## src/rtl/flag_byte_pkg.sv

```systemverilog
// Shared types and constants for the flag-byte decoder.
// Optional feature macro: FLAG_BYTE_TIMEOUT_EN (idle timeout in HIGH_RCVD).
package flag_byte_pkg;

   typedef enum logic {
      IDLE      = 1'b0,
      HIGH_RCVD = 1'b1
   } state_t;

   localparam int FLAG_BIT       = 7;
   localparam int PAYLOAD_W      = 7;
   localparam int WORD_W         = 14;
   localparam int TIMEOUT_CYCLES = 15;

   // Timer width sized to hold TIMEOUT_CYCLES as a down-counter load value.
   localparam int                 TIMER_W      = 4;
   localparam logic [TIMER_W-1:0] TIMEOUT_LOAD = TIMER_W'(TIMEOUT_CYCLES);

   // Joins the held high payload and the incoming low payload.
   function automatic logic [WORD_W-1:0] pack_word(input logic [PAYLOAD_W-1:0] hi,
                                                   input logic [PAYLOAD_W-1:0] lo);
      return {hi, lo};
   endfunction

endpackage

```

## src/rtl/flag_byte_timeout.sv

```systemverilog
// Idle timeout for the HIGH_RCVD state: a down-counter reloaded on every
// restart, decremented on each idle cycle, expiring on terminal count.
// Only instantiated when FLAG_BYTE_TIMEOUT_EN is defined.
module flag_byte_timeout
   import flag_byte_pkg::*;
(
   input  logic clk,
   input  logic clear,
   input  logic restart,
   input  logic run,
   output logic expired
);

   logic [TIMER_W-1:0] cnt;

   // Expiry fires on the idle cycle that would take the count from 1 to 0,
   // i.e. the TIMEOUT_CYCLES-th consecutive idle cycle after a reload.
   assign expired = run && (cnt == TIMER_W'(1));

   // Reload on restart, count down while idle in HIGH_RCVD, stop at zero.
   always_ff @(posedge clk or negedge clear) begin
      if (!clear) begin
         cnt <= '0;
      end else if (restart) begin
         cnt <= TIMEOUT_LOAD;
      end else if (run && (cnt != '0)) begin
         cnt <= cnt - TIMER_W'(1);
      end
   end

endmodule

```

## src/rtl/flag_byte_decoder.sv

```systemverilog
// Two-byte frame decoder: a flagged byte carries the high payload, the
// following unflagged byte carries the low payload and completes the frame.
// Optional feature macro: FLAG_BYTE_TIMEOUT_EN (abandon a half frame after
// TIMEOUT_CYCLES idle cycles).
//
//   state     | meaning
//   ----------+------------------------------------------------------
//   IDLE      | waiting for a flagged (high) byte
//   HIGH_RCVD | high payload held, waiting for the unflagged low byte
module flag_byte_decoder
   import flag_byte_pkg::*;
(
   input  logic              clk,
   input  logic              clear,
   input  logic [7:0]        cct_input,
   input  logic              in_valid,
   output logic [WORD_W-1:0] cct_output,
   output logic              out_valid,
   output logic              frame_err,
   output logic [7:0]        frame_count
);

   state_t               state;
   logic [PAYLOAD_W-1:0] hold;
   logic                 flag;
   logic [PAYLOAD_W-1:0] payload;
   logic                 timeout_hit;

   assign flag    = cct_input[FLAG_BIT];
   assign payload = cct_input[PAYLOAD_W-1:0];

`ifdef FLAG_BYTE_TIMEOUT_EN
   logic tmo_restart;
   logic tmo_run;

   // Reload whenever a byte arrives (covers entry to HIGH_RCVD) and while idle.
   assign tmo_restart = in_valid || (state != HIGH_RCVD);
   assign tmo_run     = !in_valid && (state == HIGH_RCVD);

   flag_byte_timeout u_timeout (
      .clk     (clk),
      .clear   (clear),
      .restart (tmo_restart),
      .run     (tmo_run),
      .expired (timeout_hit)
   );
`else
   assign timeout_hit = 1'b0;
`endif

   // Frame FSM with registered outputs; out_valid defaults low so it pulses.
   always_ff @(posedge clk or negedge clear) begin
      if (!clear) begin
         state       <= IDLE;
         hold        <= '0;
         cct_output  <= '0;
         out_valid   <= 1'b0;
         frame_err   <= 1'b0;
         frame_count <= '0;
      end else begin
         out_valid <= 1'b0;
         case (state)
            IDLE: begin
               if (in_valid) begin
                  if (flag) begin
                     hold  <= payload;
                     state <= HIGH_RCVD;
                  end else begin
                     frame_err <= 1'b1;
                  end
               end
            end
            HIGH_RCVD: begin
               if (in_valid) begin
                  if (!flag) begin
                     cct_output  <= pack_word(hold, payload);
                     out_valid   <= 1'b1;
                     frame_count <= frame_count + 8'd1;
                     state       <= IDLE;
                  end else begin
                     // A second high byte restarts the frame with the newer payload.
                     frame_err <= 1'b1;
                     hold      <= payload;
                  end
               end else if (timeout_hit) begin
                  frame_err <= 1'b1;
                  state     <= IDLE;
               end
            end
         endcase
      end
   end

endmodule
```

## config.mk

```make
export PLATFORM = sky130hd
export DESIGN_NAME = flag_byte_decoder
export DESIGN_NICKNAME = d
export VERILOG_FILES = /design/src/rtl/flag_byte_pkg.sv /design/src/rtl/flag_byte_timeout.sv /design/src/rtl/flag_byte_decoder.sv
export SDC_FILE = /design/constraint.sdc
export NUM_CORES = 1
export LEC_CHECK = 0
export ABC_AREA = 1
export ABC_CLOCK_PERIOD_IN_PS = 1000
export BUFFER_PORTS_ARGS = -buffer_cell sky130_fd_sc_hd__buf_4
export CAP_MARGIN = 20
export CORE_ASPECT_RATIO = 1.4
export CORE_MARGIN = 2
export CORE_UTILIZATION = 46
export DETAILED_ROUTE_END_ITERATION = 10
export PLACE_DENSITY = 0.82
export SYNTH_ARGS = -nofsm -noshare
export SYNTH_HDL_FRONTEND = slang
export SYNTH_HIERARCHICAL = 1
export SYNTH_SLANG_ARGS = --single-unit
```

## constraint.sdc

```tcl
create_clock -name clk -period 1 [get_ports clk]
set_input_delay 0.2 -clock clk [delete_from_list [all_inputs] [get_ports clk]]
set_output_delay 0.2 -clock clk [all_outputs]
set_load 0.01 [all_outputs]
```

==> results of run 1 <==
worst max path at each step:
stage | start | end | slack (ns)
2_1_floorplan | frame_count[1] | frame_count[6] | -0.1
3_3_place_gp | flop | cct_output[5] | -0.04
3_5_place_dp | frame_count[1] | frame_count[6] | -0.12
4_1_cts | frame_count[0] | frame_count[0] | -0.16
5_1_grt | flop | frame_count[5] | -0.26
6_report | flop | frame_count[5] | -0.21
layout by cell type, fill, tap and decap left out:
cell and count:
dlygate4sd3_1 1, nand3_1 1, nor2_8 1, buf_4 38, buf_6 30, clkbuf_8 7
inv_1 14, a31o_4 1, nand3_4 3, buf_16 1, xor2_1 2, inv_4 2
inv_2 2, bufinv_16 1, nor2_4 1, o21ai_2 7, dfrtp_1 28, ha_4 1
nand2_2 11, nand2_1 31, buf_12 4, nor2_2 1, clkinv_8 1, o21ai_0 8
nand3_2 2, nand2_4 12, xnor2_2 2, dfrtp_2 4
per-stage QoR:
step / hold WS, ns / setup TNS, ns / std cells
4_1_cts: 0.135 / -1.32 / 248
2_1_floorplan: -0.0956 / -0.128 / 137
3_3_place_gp: 0.146 / -0.349 / 213
5_1_grt: 0.161 / -4.15 / 254
6_report: 0.148 / -2.84 / 254
3_5_place_dp: 0.158 / -1.04 / 213
metal layers:
layer	wire length, µm	vias to the layer above	GRT usage, %
met2	2630	49	44.0
met3	180	17	6.64
li1	-	580	-
met1	1860	632	26.6
met5	0	-	0
met4	226	0	14.2
repair_timing:
item,in CTS,in global routing
hold buffers,1,0
buffers inserted,24,8
setup endpoints to repair,43,46
pin swaps,7,11
endpoints found under the hold margin,32,0
gates resized for setup,48,44
cloned,2,0
synthesized netlist by cell type, types with 2 or more instances:
cell     instances  area, µm²
o21ai_0          8       40.0
o21ai_2          7       61.3
xnor2_1          2       17.5
dfrtp_1         32        801
nand3_1          5       25.0
nand2_1         53        199
inv_1           16       60.1
xor2_1           2       17.5
power breakdown:
part	total, mW	switching (mW)	leakage, nW	internal [mW]
Clock	1.38	0.501	0.0645	0.879
Sequential	1.81	0.267	0.384	1.55
Combinational	2.01	0.836	0.825	1.17
flip-flops by register name, indices dropped and copies added, names as in the netlist, named ones only:
signal,flops
cct_output,14
out_valid,1
frame_count,8
hold,7
frame_err,1
cell type report:
| type | instances | area [µm²] |
|---|---|---|
| inverters | 18 | 82.6 |
| fillers | 120 | 383 |
| clock buffers | 7 | 96.3 |
| clock inverters | 1 | 30.0 |
| repair inverters | 1 | 6.26 |
| multi-input cells | 84 | 629 |
| flip-flops and latches | 32 | 806 |
| well taps | 37 | 46.3 |
| repair buffers | 74 | 741 |
cell families (layout without fill, tap and decap cells):
group / count (synthesis) / count (layout) / share of synthesized area [%]
fa+ha+maj: 1 / 1 / 0.935
compound gates: 16 / 16 / 8.23
xor+xnor: 4 / 4 / 2.62
buf+inv: 21 / 101 / 7.20
simple gates: 63 / 63 / 21.1
flops: 32 / 32 / 59.9
==> metrics.txt, run 1 <==
worst flop-to-flop path endpoint=frame_count[5]; die width=49.6 µm; PD cells=2140 nW/µm²; Layout area overhead=82.2%; critical path, cell by cell=nand3_4 > buf_6 > nor2_8 > nand2_1 > nand2_1 > nand2_1 > inv_1; syn_nets=149; port buffer count=34; slowest stage cell on the critical path=dfrtp_1; Synth Register Bits=32; outcome=finished, violations left; Setup CP Type=flop to flop; Worst IR Drop VDD=2000 µV; WP data required=1.23 ns; P_leak=1.27 nW; DRC=0; Die Height=67.8 µm; Final Cycle Share=121%; crit-path max FO=5; DR iter-0 viols=45; gr usage total=24.8%; mean area per synthesized cell=9.76 µm²; Distinct cells, synth=20; wire length per cell=19.3 µm; Setup Viol. Count Final=44; Final Slew Violations=0; site row count=23; HPWL Detailed=1990 µm; H-tree depth=2; CTS tree=yes; max_slew headroom=72.8%; Crit path max-delay family=simple AND/OR/NAND/NOR gates; Post-DRT Antenna Nets=0; Core Footprint=2820 µm²; vias in the first global route=1275; initial antenna violation count=0; r2r setup slk=-0.21 ns; routability congestion estimate=0.704; Final Cell Area=2440 µm²; Crit path arrival time=1.44 ns; worst min path class=input port to flop; Largest stage delay, worst path=0.41 ns; Post-synth EDFFs=0; Tmin final=1.21 ns; Worst R2R Path Depth=7; fin worst setup slack=-0.208 ns; Gate Count Post-Synth=137; Synth Flop Type=dfrtp_1; fmax=828 MHz; iteration count of the initial detailed-routing pass=4; max_cap viols=0; first-pass GRT wire length=5950 µm; clock latency on the worst-skew pair=0.30 ns; clock tree buffer depth=2; Clock Root Buffer=clkbuf_8; die area=3360 µm²; CP Depth=7; unrepaired setup endpoints after global routing=true; Final Hold Fails=0; n_diodes=0; Post-Route WL=4890 µm; power consumption=5.21 mW; hold path depth=2; sequential cell area fraction in the yosys report=59.9%; synth warn=6; Hold Crit Start=in_valid; worst-margin pin slew=0.408 ns; Syn Std Cell Area=1340 µm²; Worst Path Buf+Inv=2; Final nets=228; TritonCTS Buffers=5; violated checks=setup timing; Setup crit end kind=flop; ys async rst share=100%; fraction of layout cells with a size suffix above 1=60.8%; utilization after layout=86.4%; Initial Util=47.4%; Via Count=1278; Placed Area=1700 µm²; vias per cell=5.03; grt ovf=0; skew final=0.00807 ns; critical path's most frequent cell=nand2_1; largest net degree at the start of global routing=33; Clock Pin Slew Worst Setup and Hold Paths=0.07 ns; Post-Place Worst Slack=-0.120 ns; crit start category=flop; I/O pin count=35; Clock Sink Count=32
Power figures use the tool's default switching activity.
==> run 2: changes to the inputs <==
--- a/config.mk
+++ b/config.mk
@@ -11,9 +11,9 @@
 export CAP_MARGIN = 20
 export CORE_ASPECT_RATIO = 1.4
 export CORE_MARGIN = 2
-export CORE_UTILIZATION = 46
+export CORE_UTILIZATION = 35
 export DETAILED_ROUTE_END_ITERATION = 10
-export PLACE_DENSITY = 0.82
+export PLACE_DENSITY = 0.67
 export SYNTH_ARGS = -nofsm -noshare
 export SYNTH_HDL_FRONTEND = slang
 export SYNTH_HIERARCHICAL = 1
==> metrics.txt, run 2 (synthesized netlist as in run 1, its figures left out) <==
unrepaired setup endpoints after global routing=true; vias per cell=4.49 (-11%); Post-Place Worst Slack=-0.0988 ns (+0.0215 ns); Crit path arrival time=0.95 ns (-0.49 ns); clock latency on the worst-skew pair=0.28 ns (-0.02 ns); grt ovf=0 (unchanged); skew final=0.00598 ns (-0.00209 ns); wire length per cell=12.4 µm (-36%); crit start category=flop; worst-margin pin slew=0.411 ns (+0.00231 ns); DR iter-0 viols=18 (-60%); outcome=finished, violations left; met1 Usage GRT=18.2% (-8.5 points); I/O pin count=35 (unchanged); crit-path max FO=4 (-1); Setup crit end kind=primary output; Core Footprint=3640 µm² (+29%); largest net degree at the start of global routing=33 (unchanged); Layout area overhead=70.4%; max_slew headroom=72.6% (-0.15 points); DRC=0 (unchanged); CTS tree=yes; Clock Root Buffer=clkbuf_8; GR peak layer=met2; Largest stage delay, worst path=0.45 ns (+0.04 ns); critical path, cell by cell=buf_6 > buf_6; met2 track demand over resource=24.9% (-19 points); slowest stage cell on the critical path=dfrtp_2; P_leak=1.18 nW (-7.0%); Setup CP Type=flop to primary output; Setup Viol. Count Final=27 (-39%); Largest regs=cct_output: 14 flops, frame_count: 8 flops, hold: 7 flops; fraction of layout cells with a size suffix above 1=56.5% (-4.4 points); H-tree depth=2 (unchanged); WP data required=0.80 ns (-0.43 ns); die area=4340 µm² (+29%); Placed Area=1710 µm² (+0.37%); critical path's most frequent cell=buf_6; Final Cell Area=2280 µm² (-6.5%); initial antenna violation count=0 (unchanged); site row count=26 (+13%); clock tree buffer depth=2 (unchanged); violated checks=setup timing; Tmin final=1.15 ns (-0.0545 ns); gr usage total=14.9% (-9.9 points); vias in the first global route=1103 (-13%); worst min path class=input port to flop; Initial Util=36.7% (-11 points); HPWL Detailed=1930 µm (-3.0%); die width=56.2 µm (+13%); max FFs per register=14 (unchanged); Final nets=220 (-3.5%); Via Count=1127 (-12%); routability congestion estimate=0.765 (+8.7%); PD cells=1980 nW/µm² (-7.5%); power consumption=4.50 mW (-13%); TritonCTS Buffers=5 (unchanged); n_diodes=0 (unchanged); commonest non-fill, non-tap cell in the layout=nand2_1; max_cap viols=0 (unchanged); port buffer count=34 (unchanged); Post-Route WL=3120 µm (-36%); register name with the most flops=cct_output; iteration count of the initial detailed-routing pass=2 (-2); Die Height=77.1 µm (+14%); met3 usage=3.37% (-3.3 points); Post-DRT Antenna Nets=0 (unchanged); fmax=867 MHz (+4.7%); first-pass GRT wire length=5100 µm (-14%); Worst IR Drop VDD=2010 µV (+0.54%); Final Slew Violations=0 (unchanged); Clock Sink Count=32 (unchanged); most frequent cells in the layout=nand2_1, buf_6, buf_4, dfrtp_1, nand2_2; Final Hold Fails=0 (unchanged); fin worst setup slack=-0.153 ns (+0.0545 ns); Final Cycle Share=115% (-5.5 points); Clock Pin Slew Worst Setup and Hold Paths=0.06 ns (about the same)
==> run 2: cell types whose count changed in the layout (fill, tap and decap cells not counted), sizes merged <==
cell and delta:
clkinv -1, buf -7, bufinv -1, clkbuf +1
==> run 2: where the power goes <==
part	internal [mW]	switching [mW]	leakage [nW]
Combinational	1.05	0.663	0.755
Sequential	1.55	0.240	0.384
Clock	0.561	0.445	0.0455
==> run 2: critical path: cells and delay by family (launching register included) <==
kind,cells,cell delay [ns]
buf+inv,2,0.24
flops,1,0.45
==> run 2: timing repair <==
| action | CTS | global route |
|---|---|---|
| resized for setup | 30 | 42 |
| setup endpoints to repair | 42 | 42 |
| hold buffers | 1 | 0 |
| gates cloned | 1 | 0 |
| pin swaps | 3 | 18 |
| hold endpoints to repair | 32 | 0 |
| buffers inserted | 15 | 9 |
==> run 2: metrics by stage <==
step                cells  hold WS (ns)  setup TNS [ns]  util (%)
detailed placement    218         0.163           -1.08      46.9
global route          251         0.182           -2.63      62.6
global placement      218         0.155          -0.490      46.9
finish                251         0.160           -1.16      62.6
floorplan             137       -0.0956          -0.128         -
CTS                   243         0.151           -1.11      56.8
==> run 2: area by class of cell <==
class	instances	area (µm²)
Clock buffer	8	90.1
Multi-Input combinational cell	84	573
Sequential cell	32	806
Timing Repair Buffer	67	683
Inverter	18	75.1
Tap cell	42	52.6
Fill cell	300	1360
==> run 2: routing by layer <==
layer | up-vias | share of wire (%)
li1 | 559 | -
met1 | 533 | 41
met2 | 31 | 54
met3 | 4 | 4.3
met4 | 0 | 1.1
met5 | - | 0
==> run 2: worst paths after layout <==
path | end | slack [ns] | from | cells past startpoint
worst max-delay path | frame_count[1] | -0.15 | frame_count[1] | 2
worst min-delay path | flop | 0.16 | in_valid | 2
worst max register to register | frame_count[6] | -0.15 | frame_count[0] | 7
worst min register to register | cct_output[7] | 0.48 | hold[0] | 2
max in group asynchronous | frame_count[2] | 0.28 | clear | 2
min in group asynchronous | frame_count[4] | 0.39 | clear | 2
==> run 3: changes to the inputs <==
--- a/config.mk
+++ b/config.mk
@@ -9,11 +9,10 @@
 export ABC_CLOCK_PERIOD_IN_PS = 1000
 export BUFFER_PORTS_ARGS = -buffer_cell sky130_fd_sc_hd__buf_4
 export CAP_MARGIN = 20
-export CORE_ASPECT_RATIO = 1.4
+export CORE_ASPECT_RATIO = 2
 export CORE_MARGIN = 2
 export CORE_UTILIZATION = 35
 export DETAILED_ROUTE_END_ITERATION = 10
-export PLACE_DENSITY = 0.67
 export SYNTH_ARGS = -nofsm -noshare
 export SYNTH_HDL_FRONTEND = slang
 export SYNTH_HIERARCHICAL = 1
==> metrics.txt, run 3 (synthesized netlist as in run 1, its figures left out) <==
wire length per cell=12.5 µm (+0.41%); Placed Area=1730 µm² (+0.95%); WL met2=1990 µm (+19%); violated checks=setup timing; Post-DRT Antenna Nets=0 (unchanged); Clock Sink Count=32 (unchanged); Largest regs=cct_output: 14 flops, frame_count: 8 flops, hold: 7 flops; worst flop-to-flop path endpoint=cct_output[12]; worst setup path startpoint=frame_count[1]; unrepaired setup endpoints after global routing=true; Post-Route WL=3400 µm (+9.2%); HPWL Detailed=1890 µm (-2.1%); grt ovf=0 (unchanged); DRC=0 (unchanged); WL met1=1220 µm (-3.6%); fmax=855 MHz (-1.4%); Core Footprint=3650 µm² (about the same); Multi-input gate area=593 µm² (+3.5%); commonest non-fill, non-tap cell in the layout=buf_4; gr usage total=17.1% (+2.2 points); register name with the most flops=cct_output; die area=4360 µm² (+0.53%); worst setup path endpoint=frame_count[1]; worst min path class=input port to flop; routability congestion estimate=0.703 (-8.1%); largest net degree at the start of global routing=33 (unchanged); Final nets=235 (+6.8%); Initial Util=36.7% (about the same); Clock Root Buffer=clkbuf_8; Final Cycle Share=117% (+1.6 points); Via Count=1197 (+6.2%); first-pass GRT wire length=5310 µm (+4.1%); site row count=31 (+19%); Clock Pin Slew Worst Setup and Hold Paths=0.07 ns (about the same); crit-path max FO=3 (-1); H-tree depth=2 (unchanged); Worst IR Drop VDD=1230 µV (-39%); Worst R2R Path Depth=6 (-1); max_slew headroom=72.5% (-0.14 points); initial antenna violation count=0 (unchanged); I/O pin count=35 (unchanged); worst-margin pin slew=0.413 ns (+0.00216 ns); n_diodes=0 (unchanged); WP data required=0.80 ns (about the same); vias per cell=4.38 (-2.3%); Finished Layout Cells=273 (+8.8%); max_cap viols=0 (unchanged); Final Hold Fails=0 (unchanged); P_leak=1.27 nW (+7.4%); clock tree buffer depth=2 (unchanged); Tmin final=1.17 ns (+0.0161 ns); r2r setup slk=-0.13 ns (+0.02 ns); Setup CP Type=flop to primary output; Met3 Wirelength=118 µm (-11%); Placed Instances=226 (+3.7%); crit start category=flop; Layout area overhead=84.7%; Die Height=91.4 µm (+19%); skew final=0.00805 ns (+0.00206 ns); fraction of layout cells with a size suffix above 1=58.9% (+2.5 points); Final Slew Violations=0 (unchanged); Final Cell Area=2470 µm² (+8.3%); fin worst setup slack=-0.169 ns (-0.0161 ns); Reg area=806 µm² (unchanged); port buffer count=34 (unchanged); outcome=finished, violations left; iteration count of the initial detailed-routing pass=4 (+2); top layer in use=met4; DR iter-0 viols=9 (-9); fill cell count=301 (+0.33%); most frequent cells in the layout=buf_4, nand2_1, buf_6, dfrtp_1, inv_1; vias in the first global route=1224 (+11%); max FFs per register=14 (unchanged); clock latency on the worst-skew pair=0.29 ns (about the same); Setup crit end kind=primary output; Setup Viol. Count Final=41 (+52%); CTS tree=yes; Crit path arrival time=0.97 ns (+0.02 ns); TritonCTS Buffers=5 (unchanged); die width=47.7 µm (-15%); PD cells=1960 nW/µm² (-0.62%)
## run 3: cell count changes in the layout (fill, tap and decap cells not counted), moves of 2 or more
cell      change
buf_4        +13
clkbuf_1      -2
nand2_2       -7
nand2_4       +6
## run 3: report_power, final
group	switching [mW]	internal, mW	total [mW]
clock	0.513	0.737	1.25
combinational	0.706	1.14	1.84
sequential	0.208	1.55	1.76
total	1.43	3.42	4.85
## run 3: worst min-delay path by stage
stage / start / to / slack (ns) / depth (start not counted)
6_report: in_valid / flop / 0.16 / 2
3_5_place_dp: clear / frame_count[6] / 0.16 / 1
4_1_cts: in_valid / flop / 0.15 / 2
5_1_grt: in_valid / flop / 0.19 / 2
2_1_floorplan: clear / async pin / -0.1 / 0
3_3_place_gp: clear / frame_count[6] / 0.15 / 1
## run 3: critical path: stages, from the launching register on
cell and delay, ns:
dfrtp_2 0.45, buf_6 0.13, buf_6 0.11
## run 3: what timing repair did
item                                    in CTS  in global routing
endpoints found under the setup margin      38                 47
setup buffers                               27                 10
hold buffers                                 1                  0
gates resized for setup                     50                 29
endpoints found under the hold margin       32                  0
cloned                                       2                  0
pin swaps                                    4                  8
## run 3: final cells by class
class | instances | area share [%]
clock buffer | 5 | 2.79
clock inverter | 3 | 1.72
inverter | 18 | 3.04
tap | 49 | 2.48
timing repair buffer | 82 | 33.3
sequential | 32 | 32.6
multi-input combinational | 84 | 24.0
## run 3: metal layers
metal | global-route usage, % | vias to the layer above
met4 | 8.78 | 0
met1 | 17.5 | 571
met2 | 29.6 | 29
met5 | 0 | -
li1 | - | 589
met3 | 3.78 | 8
## run 3: stage by stage
step | TNS (ns) | hold WS, ns | worst slack (ns) | util (%) | total power, mW
after CTS | -1.42 | 0.151 | -0.151 | 62.9 | 4.64
final | -2.44 | 0.156 | -0.169 | 67.7 | 4.85
after global routing | -4.38 | 0.188 | -0.200 | 67.7 | 5.10
after detailed placement | -1.06 | 0.162 | -0.105 | 47.3 | 2.73
after floorplan | -0.128 | -0.0956 | -0.0953 | - | 2.17
after global placement | -0.597 | 0.153 | -0.0740 | 47.3 | 2.69
